$ cat config.mk
export PLATFORM = sky130hd
export DESIGN_NAME = motor_channel
export DESIGN_NICKNAME = d
export VERILOG_FILES = /design/src/rtl/drone_pkg.sv /design/src/rtl/motor_channel.sv
export SDC_FILE = /design/constraint.sdc
export NUM_CORES = 1
export LEC_CHECK = 0
export ABC_AREA = 1
export BUFFER_PORTS_ARGS = -buffer_cell sky130_fd_sc_hd__buf_2
export CAP_MARGIN = 20
export CORE_MARGIN = 3
export CORE_UTILIZATION = 45
export CTS_CLUSTER_DIAMETER = 120
export DETAILED_ROUTE_END_ITERATION = 16
export GPL_TIMING_DRIVEN = 0
export SYNTH_ARGS = -nofsm -noshare
export SYNTH_HDL_FRONTEND = slang
export SYNTH_SLANG_ARGS = --single-unit
$ cat constraint.sdc
create_clock -name clk -period 10.86 [get_ports clk]
set_input_delay 2.172 -clock clk [delete_from_list [all_inputs] [get_ports clk]]
set_output_delay 2.172 -clock clk [all_outputs]
set_load 0.01 [all_outputs]
$ cat src/rtl/drone_pkg.sv
`default_nettype none
// ============================================================================
//  Module      : drone_pkg
//  Description : Shared types for the drone motor plant model: motor count,
//                RPM/command types, per-motor state encoding and a helper
//                for the 17-bit update arithmetic.
//  Revision    : 1.0  initial release
// ============================================================================
package drone_pkg;

    localparam int NUM_MOT = 4;

    typedef logic signed [15:0] rpm_t;
    typedef logic        [15:0] cmd_t;

    // One bit wider than rpm_t so target-minus-rpm never overflows.
    typedef logic signed [16:0] acc_t;

    typedef enum logic [1:0] {
        IDLE     = 2'd0,
        SPINUP   = 2'd1,
        SPINDOWN = 2'd2,
        SETTLED  = 2'd3
    } motor_state_e;

    // Magnitude of an update-domain value; inputs never reach the most
    // negative code, so negation cannot wrap.
    function automatic acc_t abs_acc(input acc_t v);
        return v[16] ? -v : v;
    endfunction

endpackage
`default_nettype wire

$ cat src/rtl/motor_channel.sv
`default_nettype none
// ============================================================================
//  Module      : motor_channel
//  Description : One modelled motor. On each tick the RPM moves toward the
//                clamped command by a first-order lag step, limited by a slew
//                clamp and saturated to [0, RPM_MAX]. A locked rotor forces
//                zero. A small state machine tracks spin direction and
//                declares SETTLED after enough consecutive in-band ticks.
//  Revision    : 1.0  initial release
// ============================================================================
module motor_channel #(
    parameter int GAIN_SHIFT   = 2,
    parameter int SLEW_MAX     = 64,
    parameter int RPM_MAX      = 32767,
    parameter int SETTLE_TOL   = 4,
    parameter int SETTLE_TICKS = 3
) (
    input  logic           clk,
    input  logic           resetn,
    input  logic           i_tick,
    input  drone_pkg::cmd_t i_mot_set,
    input  logic           i_stall,
    output drone_pkg::rpm_t o_rpm,
    output logic           o_settled
);
    import drone_pkg::*;

    localparam int             CW         = $clog2(SETTLE_TICKS + 1);
    localparam acc_t           C_RPM_MAX  = acc_t'(RPM_MAX);
    localparam acc_t           C_SLEW_POS = acc_t'(SLEW_MAX);
    localparam acc_t           C_SLEW_NEG = -acc_t'(SLEW_MAX);
    localparam acc_t           C_TOL      = acc_t'(SETTLE_TOL);
    localparam acc_t           C_ZERO     = '0;
    localparam acc_t           C_ONE      = acc_t'(1);
    localparam logic [CW-1:0]  C_TICKS    = CW'(SETTLE_TICKS);

    motor_state_e  r_state;
    motor_state_e  w_state_next;
    rpm_t          r_rpm;
    logic [CW-1:0] r_cnt;
    logic [CW-1:0] w_cnt_next;

    acc_t w_cmd;
    acc_t w_tgt;
    acc_t w_rpm;
    acc_t w_err;
    acc_t w_step;
    acc_t w_sum;
    acc_t w_rpm_next;
    acc_t w_err_next;
    logic w_inband;

    // Next RPM, settle counter and state for the coming tick.
    always_comb begin
        w_cmd        = acc_t'({1'b0, i_mot_set});
        w_tgt        = (w_cmd > C_RPM_MAX) ? C_RPM_MAX : w_cmd;
        w_rpm        = acc_t'(r_rpm);
        w_err        = w_tgt - w_rpm;
        w_step       = w_err >>> GAIN_SHIFT;
        w_sum        = C_ZERO;
        w_rpm_next   = C_ZERO;
        w_err_next   = C_ZERO;
        w_inband     = 1'b0;
        w_cnt_next   = '0;
        w_state_next = IDLE;

        if (w_step > C_SLEW_POS) begin
            w_step = C_SLEW_POS;
        end else if (w_step < C_SLEW_NEG) begin
            w_step = C_SLEW_NEG;
        end

        // Small errors shift to zero; nudge by one so the output lands exactly.
        if ((w_err != C_ZERO) && (w_step == C_ZERO)) begin
            w_step = w_err[16] ? -C_ONE : C_ONE;
        end

        w_sum = w_rpm + w_step;
        if (w_sum[16]) begin
            w_rpm_next = C_ZERO;
        end else if (w_sum > C_RPM_MAX) begin
            w_rpm_next = C_RPM_MAX;
        end else begin
            w_rpm_next = w_sum;
        end

        w_err_next = w_tgt - w_rpm_next;
        w_inband   = (abs_acc(w_err_next) <= C_TOL);

        // Locked rotor wins over the command and restarts settling.
        if (i_stall) begin
            w_rpm_next = C_ZERO;
            w_inband   = 1'b0;
        end

        if (!w_inband) begin
            w_cnt_next = '0;
        end else if (r_cnt == C_TICKS) begin
            w_cnt_next = r_cnt;
        end else begin
            w_cnt_next = r_cnt + CW'(1);
        end

        if (w_cnt_next == C_TICKS) begin
            w_state_next = SETTLED;
        end else if ((w_rpm_next == C_ZERO) && (w_tgt == C_ZERO)) begin
            w_state_next = IDLE;
        end else if (w_tgt >= w_rpm_next) begin
            w_state_next = SPINUP;
        end else begin
            w_state_next = SPINDOWN;
        end
    end

    // Motor state registers advance only on model ticks.
    always_ff @(posedge clk or negedge resetn) begin
        if (!resetn) begin
            r_state <= IDLE;
            r_rpm   <= '0;
            r_cnt   <= '0;
        end else if (i_tick) begin
            r_state <= w_state_next;
            r_rpm   <= rpm_t'(w_rpm_next[15:0]);
            r_cnt   <= w_cnt_next;
        end
    end

    assign o_rpm     = r_rpm;
    assign o_settled = (r_state == SETTLED);

endmodule
`default_nettype wire

# ---- Yosys cells after proc, flatten, opt, wreduce, memory -nomap -nowiden
# Cells that the tools add are included.
dict set report word_totals {
  regBits 20
  in_bits 20
  out_inout_bits 17
  word_cells 38
}
dict set report classes {
  addsub 5
  n_lt_le_gt_ge 6
  n_eq_ne 3
  mux 15
  reduce_logical 6
}
# operator count
set op_table {}
lappend op_table {{2-to-1 mux 17 bit} 6}
lappend op_table {{logical NOT 17 bit} 3}
lappend op_table {{2-to-1 mux 16 bit} 3}
lappend op_table {{adder 16 x 17 -> 17 bit} 1}
lappend op_table {{>= comparator 17 bit} 1}
lappend op_table {{> comparator 17 x 16 -> 1 bit, second input constant} 1}
lappend op_table {{<= comparator 17 x 4 -> 1 bit, second input constant} 1}
lappend op_table {{negation 17 bit} 1}
lappend op_table {{nonzero test 17 bit} 1}
lappend op_table {{subtractor 17 x 16 -> 17 bit} 1}
lappend op_table {{subtractor 17 bit} 1}
lappend op_table {{> comparator 16 x 15 -> 1 bit, second input constant} 1}
lappend op_table {{> comparator 15 x 8 -> 1 bit, second input constant} 1}
lappend op_table {{less-than comparator 15 x 7 -> 1 bit, second input constant} 1}
lappend op_table {{2-to-1 mux 2 bit} 5}
lappend op_table {{equality test 2 bit, second input constant} 3}
lappend op_table {{adder 2 x 1 -> 2 bit, second input constant} 1}
lappend op_table {{logical AND 1 bit} 2}
lappend op_table {{2-to-1 mux 1 bit} 1}

# ---- Depth between registers and ports, before layout
# Gate-level depths: netlist (run 1).
dict set report depth {
  ltp_word 21
  depth_mapped 62
  mapped_depth_nobuf 58
}

# ---- Least setup slack after synthesis (run 1)
# No wires, ideal clock.
dict set report synth_timing {
  path_kind {input to register}
  startpoint {input i_mot_set[15]}
  endpoint {register r_state[0]}
  setup_time_ns 0.077
  arrival_time_ns 9.375
  required_time_ns 10.783
  slack_ns 1.408
  stages 53
  n_path_buf 6
  path_cell_list {clkbuf_1 > nor2_1 > ha_1 > inv_1 > fa_1 > nand3_1 > nand2_1 > nand4_1 > nand3_1 > nand2_1 > nand2_1 > xor2_1 > inv_1 > nor4_1 > nand3_1 > ha_1 > buf_1 > nor2_1 > [17 not listed] > nand2_1 > inv_1 > a21oi_1 > nor2_1 > nor2_1 > nand2_2 > inv_2 > buf_2 > nand3_1 > nand2_1 > o211ai_1 > nor2_1 > nand2_1 > nor2_1 > nand2_1 > nand2_1 > nand3_1 > a21oi_1}
}
dict set report synth_between {
  elab_chain_cells 21
  word_cells_on_any_way 31
  classes_between {4 x add/sub; 6 x order compare; 1 x eq/ne; 14 x mux; 6 x reduce/logical}
}
# element line
set synth_rtl {}
lappend synth_rtl {{start, declared} motor_channel.sv:21} ;# input drone_pkg::cmd_t i_mot_set,
lappend synth_rtl {{> comparator 16 x 15 -> 1 bit} motor_channel.sv:56} ;# w_tgt = (w_cmd > C_RPM_MAX) ? C_RPM_MAX : w_cmd;
lappend synth_rtl {{2-to-1 mux 16 bit *} motor_channel.sv:56}
lappend synth_rtl {{subtractor 17 x 16 -> 17 bit} motor_channel.sv:58} ;# w_err = w_tgt - w_rpm;
lappend synth_rtl {{less-than comparator 15 x 7 -> 1 bit} motor_channel.sv:69} ;# end else if (w_step < C_SLEW_NEG) begin
lappend synth_rtl {{2-to-1 mux 17 bit} motor_channel.sv:69}
lappend synth_rtl {{2-to-1 mux 17 bit} motor_channel.sv:67} ;# if (w_step > C_SLEW_POS) begin
lappend synth_rtl {{logical NOT 17 bit} motor_channel.sv:74} ;# if ((w_err != C_ZERO) && (w_step == C_ZERO)) begin
lappend synth_rtl {{logical AND 1 bit} motor_channel.sv:74}
lappend synth_rtl {{[5 not listed]} n/a}
lappend synth_rtl {{subtractor 17 bit} motor_channel.sv:87} ;# w_err_next = w_tgt - w_rpm_next;
lappend synth_rtl {{negation 17 bit} drone_pkg.sv:29} ;# return v[16] ? -v : v;
lappend synth_rtl {{2-to-1 mux 17 bit} drone_pkg.sv:29}
lappend synth_rtl {{<= comparator 17 x 4 -> 1 bit} motor_channel.sv:88} ;# w_inband = (abs_acc(w_err_next) <= C_TOL);
lappend synth_rtl {{2-to-1 mux 1 bit} motor_channel.sv:91} ;# if (i_stall) begin
lappend synth_rtl {{2-to-1 mux 2 bit} motor_channel.sv:96} ;# if (!w_inband) begin
lappend synth_rtl {{equality test 2 bit} motor_channel.sv:104} ;# if (w_cnt_next == C_TICKS) begin
lappend synth_rtl {{2-to-1 mux 2 bit *} motor_channel.sv:104}
lappend synth_rtl {{end signal, assigned} motor_channel.sv:122} ;# r_state <= w_state_next;
lappend synth_rtl {{end, declared} motor_channel.sv:37} ;# motor_state_e r_state;
# Every way passes the cells marked *; elsewhere a longest branch is shown, timed or not.
# A chain may end at the register's enable or synchronous reset.

# ---- Final worst setup path (run 1)
# Same ends and word-level chain as after synthesis.

==> results of run 1 <==
cells in the mapped netlist, drive strengths merged:
master and instances:
a211oi 1, a211o 1, nor4 6, or2 11, nor3 9, xor2 19, fa 3, o211ai 2
nand4 16, clkbuf 5, conb 2, nand2 367, o21a 1, o41ai 2, nor2 95, inv 149
and2 3, xnor2 4, nand3b 10, buf 10, o21ai 32, a21oi 53, dfrtp 20, clkinv 4
a31oi 1, nand3 88, ha 65, o21bai 7
power breakdown:
group          leakage [nW]  switching [mW]  internal (mW)
sequential            0.261          0.0473         0.0991
clock                0.0370          0.0285         0.0486
combinational          3.18            1.17          0.601
layer usage:
layer,track usage [%],vias to the layer above,part of all wire (%)
li1,-,3236,-
met1,35.84,2690,48
met2,41.86,198,44
met3,3.655,21,7.1
met4,5.104,0,1.7
met5,0,-,0
repair_timing:
action / 4_1_cts / 5_1_grt
buffers inserted: 0 / 4
hold buffers: 0 / 0
gates resized for setup: 6 / 36
cloned: 0 / 0
pin swaps: 0 / 5
setup endpoints to repair: 4 / 4
kinds of logic after synthesis:
| group | count (synthesis) | share of synthesized area (%) |
|---|---|---|
| other | 2 | 0.1386 |
| flip-flops | 20 | 9.234 |
| AO/OA/AOI/OAI | 100 | 10.53 |
| XOR/XNOR | 23 | 3.855 |
| buffers and inverters | 168 | 11.91 |
| AND/OR/NAND/NOR | 605 | 48.22 |
| adder cells (fa/ha/maj) | 68 | 16.11 |
layout by cell type (no fill, tap or decap), types with 17 or more instances in the layout:
cell type	instances
buf_2	39
a21oi_1	44
xor2_1	17
ha_1	60
dfrtp_1	20
nand3_1	85
nand2_1	349
inv_1	141
o21ai_0	27
nor2_1	90
stage by stage:
step	total power [mW]	area, um^2	utilization, %	setup TNS (ns)
6_report	1.993	6038	51.99	0
5_1_grt	2.260	6038	51.99	-0.1917
2_1_floorplan	1.449	5431	-	0
4_1_cts	1.936	5887	50.69	0
3_3_place_gp	1.843	5791	49.86	-2.353
3_5_place_dp	1.841	5791	49.86	-2.353
worst paths after layout:
kind,start,cells after the start,end,slack [ns]
max in group asynchronous,resetn,1,o_rpm[5],8.64
setup reg to reg,o_rpm[0],52,r_state[0],2.57
setup / recovery,i_mot_set[15],53,r_state[0],0.60
hold reg to reg,r_state[1],2,r_state[1],0.53
hold / removal,r_state[1],2,r_state[1],0.53
min in group asynchronous,resetn,1,o_rpm[6],1.88
layout make-up:
cell class | count | area, um^2
Tap cell | 143 | 178.9
Clock buffer | 3 | 75.07
Timing Repair Buffer | 40 | 210.2
Fill cell | 1297 | 5575
Sequential cell | 20 | 500.5
Buffer | 14 | 83.83
Inverter | 153 | 574.3
Multi-Input combinational cell | 801 | 4415
critical path: cells and delay by family:
family	cells	cell delay [ns]
AND/OR/NAND/NOR	32	4.12
AO/OA/AOI/OAI	3	0.79
XOR/XNOR	1	0.19
buffers and inverters	12	1.51
adder cells (fa/ha/maj)	5	1.64
registers in the layout (all words and copies together) (netlist names):
signal,cells
o_rpm,16
r_cnt,2
r_state,2
==> impl_results.md, run 1 <==
- Status: finished, final reports clean
- Die height: 115.8 um
- Power Dens Cells: 330.1 mW/mm^2
- Worst-margin pin slew: 0.5826 ns
- Clock transition at path regs: 0.05 ns
- Worst VDD drop: 0.0001755 V
- Leak: 3.474 nW
- Worst path max stage delay: 0.44 ns
- H-tree levels: 1
- Syn Area/Cell: 5.497 um^2
- Initial antenna violation count: 0
- Fmax achieved: 0.09747 GHz
- # diodes: 0
- Synth top area share: 24.45%
- Setup CP Type: in -> reg
- Dpl ws: -0.6352 ns
- Final Hold Vio Count: 0
- Initial Util: 46.67%
- Post-Route WL: 16830 um
- Post-route ant nets: 0
- DR vias/cell: 5.234
- Die W: 115.8 um
- WL/cell: 14.34 um
- Global Route Usage Sum: 25.48%
- Hold_ws: 0.5330 ns
- Initial DRC Count: 379
- Synthesized area: 0.005420 mm^2
- Max Transition Viols Final: 0
- Vias in the first global route: 5498
- Post-route DRC: 0
- Num CTS Buffers: 3
- Detailed Routing Iterations Pass 1: 6
- Setup WS post-layout: 0.6000 ns
- I/O pins: 37
- CTS tree: built
- Core area: 0.01161 mm^2
- Cells after DPL: 1168
- Site Rows: 39
- Critical path required time: 11.04 ns
- Total gr overflow: 0
- Dpl hpwl: 14450 um
- Synth area leader: nand2_1
- Layout Skew: 0.007014 ns
- Max cap viols: 0
- Fin cells: 1174
- Critical path data arrival time: 10.44 ns
- Synth top area cells: nand2_1 24%, ha_1 15%, inv_1 10%
- Share of cells above drive strength 1: 11.83%
- GPL Wtd Cong: 0.9445
- Critical-path maximum fanout: 10
- Largest net degree at the start of global routing: 21
- Startpoint types: input port
- Post-synth cell types: 42
- Clock Tree Buf Depth: 2
- Yosys warns: 0
- CP dominant cell by count: nand2_1
- Post-synthesis sequential area ratio: 9.234%
- Mapped Cells: 986
- Min-delay worst type: reg -> reg
- Vias post-DR: 6145
- CTS Sinks: 20
- Die ar.: 0.01340 mm^2
- Root buffer cell: clkbuf_16
- Final net count: 1121
- First-pass GRT wire length: 26940 um
- Crit share post-route: 94.48%
- P&R area growth vs syn: 11.40%
- Clk_lat worst skew: 0.26 ns
- CP max-delay cell: o41ai_4
- Synthesized flop and latch total: 20
- Critical Path Sink Type: flip-flop
- Minimum clock period: 10.26 ns
- Headroom to the max-slew limit: 61.16%
- Final Setup Violations: 0
- Port bufs: 36
Note: power is estimated with default switching activity, not from simulation.
==> inputs of run 2 (changes only) <==
- CORE_UTILIZATION: 45 -> 50
- PLACE_DENSITY: unset -> 0.68
- SETUP_SLACK_MARGIN: unset -> 0.4
==> impl_results.md, run 2 (synthesis results as in run 1) <==
- Hold Path Origin: r_state[0]
- Num CTS Buffers: 3 (unchanged)
- Root buffer cell: clkbuf_8
- Fin cells: 1170 (-0.34%)
- Critical-path maximum fanout: 10 (unchanged)
- Cells on worst reg2reg path: 55 (+5.8%)
- Sequential share of power: 7.4% (about the same)
- Final Hold Vio Count: 0 (unchanged)
- # diodes: 0 (unchanged)
- Initial Util: 52.04% (+5.4 points)
- Clock Tree Buf Depth: 2 (unchanged)
- Worst-margin pin slew: 0.5723 ns (-0.01036 ns)
- Number of flip-flops in the largest register: 16 (unchanged)
- Initial antenna violation count: 0 (unchanged)
- Detailed Routing Iterations Pass 1: 5 (-1)
- DR vias/cell: 5.394 (+3.1%)
- RSZ-0062 raised after global routing: false
- Crit share post-route: 91.42% (-3.1 points)
- Post-route DRC: 0 (unchanged)
- H-tree levels: 1 (unchanged)
- Critical path required time: 11.05 ns (about the same)
- Die ar.: 0.01213 mm^2 (-9.5%)
- I/O pins: 37 (unchanged)
- Worst path max stage delay: 0.40 ns (-0.04 ns)
- GPL Wtd Cong: 0.9756 (+3.3%)
- Headroom to the max-slew limit: 61.85% (+0.69 points)
- Startpoint types: input port
- Die height: 110.1 um (-4.9%)
- Vias post-DR: 6311 (+2.7%)
- Die W: 110.1 um (-4.9%)
- Worst VDD drop: 0.0001941 V (+11%)
- Post-Route WL: 16790 um (-0.27%)
- Cells after DPL: 1161 (-0.60%)
- Vias in the first global route: 5460 (-0.69%)
- Global Route Usage Sum: 27.53% (+2.1 points)
- Worst R2R Start: o_rpm[0]
- First-pass GRT wire length: 26370 um (-2.1%)
- Post-CTS Hold Buffers: 0 (unchanged)
- Critical Path Sink Type: flip-flop
- Clock transition at path regs: 0.07 ns (+0.02 ns)
- WL/cell: 14.35 um (about the same)
- CTS tree: built
- Fmax achieved: 0.1007 GHz (+3.3%)
- Clk_lat worst skew: 0.26 ns (about the same)
- Setup TNS: 0 ns (unchanged)
- Most common cell after layout, fill and taps aside: nand2_1
- Minimum clock period: 9.929 ns (-0.3314 ns)
- Max Transition Viols Final: 0 (unchanged)
- Port bufs: 36 (unchanged)
- Sw frac: 62.53% (+0.088 points)
- Post-route ant nets: 0 (unchanged)
- Reg2Reg Setup Slack: 2.83 ns (+0.26 ns)
- Setup CP Type: in -> reg
- Power Dens Cells: 328.9 mW/mm^2 (-0.37%)
- Critical path data arrival time: 10.12 ns (-0.32 ns)
- Status: finished, final reports clean
- Site Rows: 37 (-5.1%)
- CP dominant cell by count: nand2_1
- Max cap viols: 0 (unchanged)
- Leak: 3.474 nW (about the same)
- P_int: 0.7686 mW (+2.7%)
- CP max-delay cell: fa_1
- Design Area, Final: 0.006237 mm^2 (+3.3%)
- Sw power: 1.283 mW (+3.1%)
- Min-delay worst type: reg -> reg
- Layout Skew: 0.007501 ns (+0.0004870 ns)
- Largest net degree at the start of global routing: 21 (unchanged)
- Total Power: 2.051 mW (+2.9%)
- Most frequent cells in the layout: 342 x nand2_1, 141 x inv_1, 86 x nor2_1
- Area after DPL: 0.005782 mm^2 (-0.15%)
- P&R area growth vs syn: 15.07%
- Initial DRC Count: 492 (+30%)
- Hold Path Depth: 2 (unchanged)
- Combinational power share: 89.8% (+1.0 points)
- Share of cells above drive strength 1: 15.18% (+3.4 points)
- Dpl hpwl: 13970 um (-3.3%)
- Crit path launch: i_mot_set[15]
- Fin util: 59.88% (+7.9 points)
- Core area: 0.01042 mm^2 (-10%)
- CTS Sinks: 20 (unchanged)
- Final Setup Violations: 0 (unchanged)
- Clock Power Share: 2.8% (-1.1 points)
- Total gr overflow: 0 (unchanged)
- Final net count: 1123 (+0.18%)
[run 2: cell count changes in the layout (fill, tap and decap cells not counted), moves of 7 or more]
cell,before,now
nand2_1,349,342
nand2_2,14,22
ha_4,2,10
ha_1,60,51
[run 2: metrics by stage]
step | hold WS (ns) | setup WS [ns]
after floorplan | 0.4909 | 1.408
after CTS | 0.5441 | 0.4204
after global routing | 0.5685 | 0.3228
final | 0.5418 | 0.9314
after detailed placement | 0.5246 | -0.4275
after global placement | 0.5172 | -0.4159
[run 2: critical path: cells and delay by family]
kind	cells	cell delay, ns
AND/OR/NAND/NOR	36	4.42
XOR/XNOR	1	0.19
adder cells (fa/ha/maj)	5	1.55
AO/OA/AOI/OAI	1	0.16
buffers and inverters	13	1.61
[run 2: layout make-up]
| class | instances | area (um^2) |
|---|---|---|
| buffer | 15 | 101.3 |
| tap | 136 | 170.2 |
| sequential | 20 | 500.5 |
| clock buffer | 4 | 55.05 |
| fill | 1116 | 4179 |
| inverter | 153 | 576.8 |
| multi-input combinational | 801 | 4616 |
| timing repair buffer | 41 | 217.7 |
[run 2: worst paths after layout]
check	to
worst max-delay path	r_state[0]
worst max register to register	r_state[0]
worst min register to register	r_state[0]
min in group asynchronous	o_rpm[7]
max in group asynchronous	o_rpm[6]
worst min-delay path	r_state[0]
[run 2: metal layers]
layer,up-vias,GRT usage (%),routed length (um)
met5,-,0,0
met4,0,3.870,246
met3,18,3.553,1127
met2,213,44.89,7419
met1,2851,39.72,7992
li1,3229,-,-
[run 2: power groups by stage]
stage / Clock, mW / Combinational, mW / Sequential (mW)
4_1_cts: 0.0584 / 1.72 / 0.144
2_1_floorplan: 0 / 1.32 / 0.134
5_1_grt: 0.0617 / 2.11 / 0.153
6_report: 0.0578 / 1.84 / 0.152
3_5_place_dp: 0 / 1.69 / 0.145
3_3_place_gp: 0 / 1.68 / 0.145
[run 2: timing repair]
action,CTS,global route
pin swaps,2,8
hold endpoints to repair,0,0
setup endpoints to repair,4,4
gates resized for setup,15,68
setup buffers,1,4
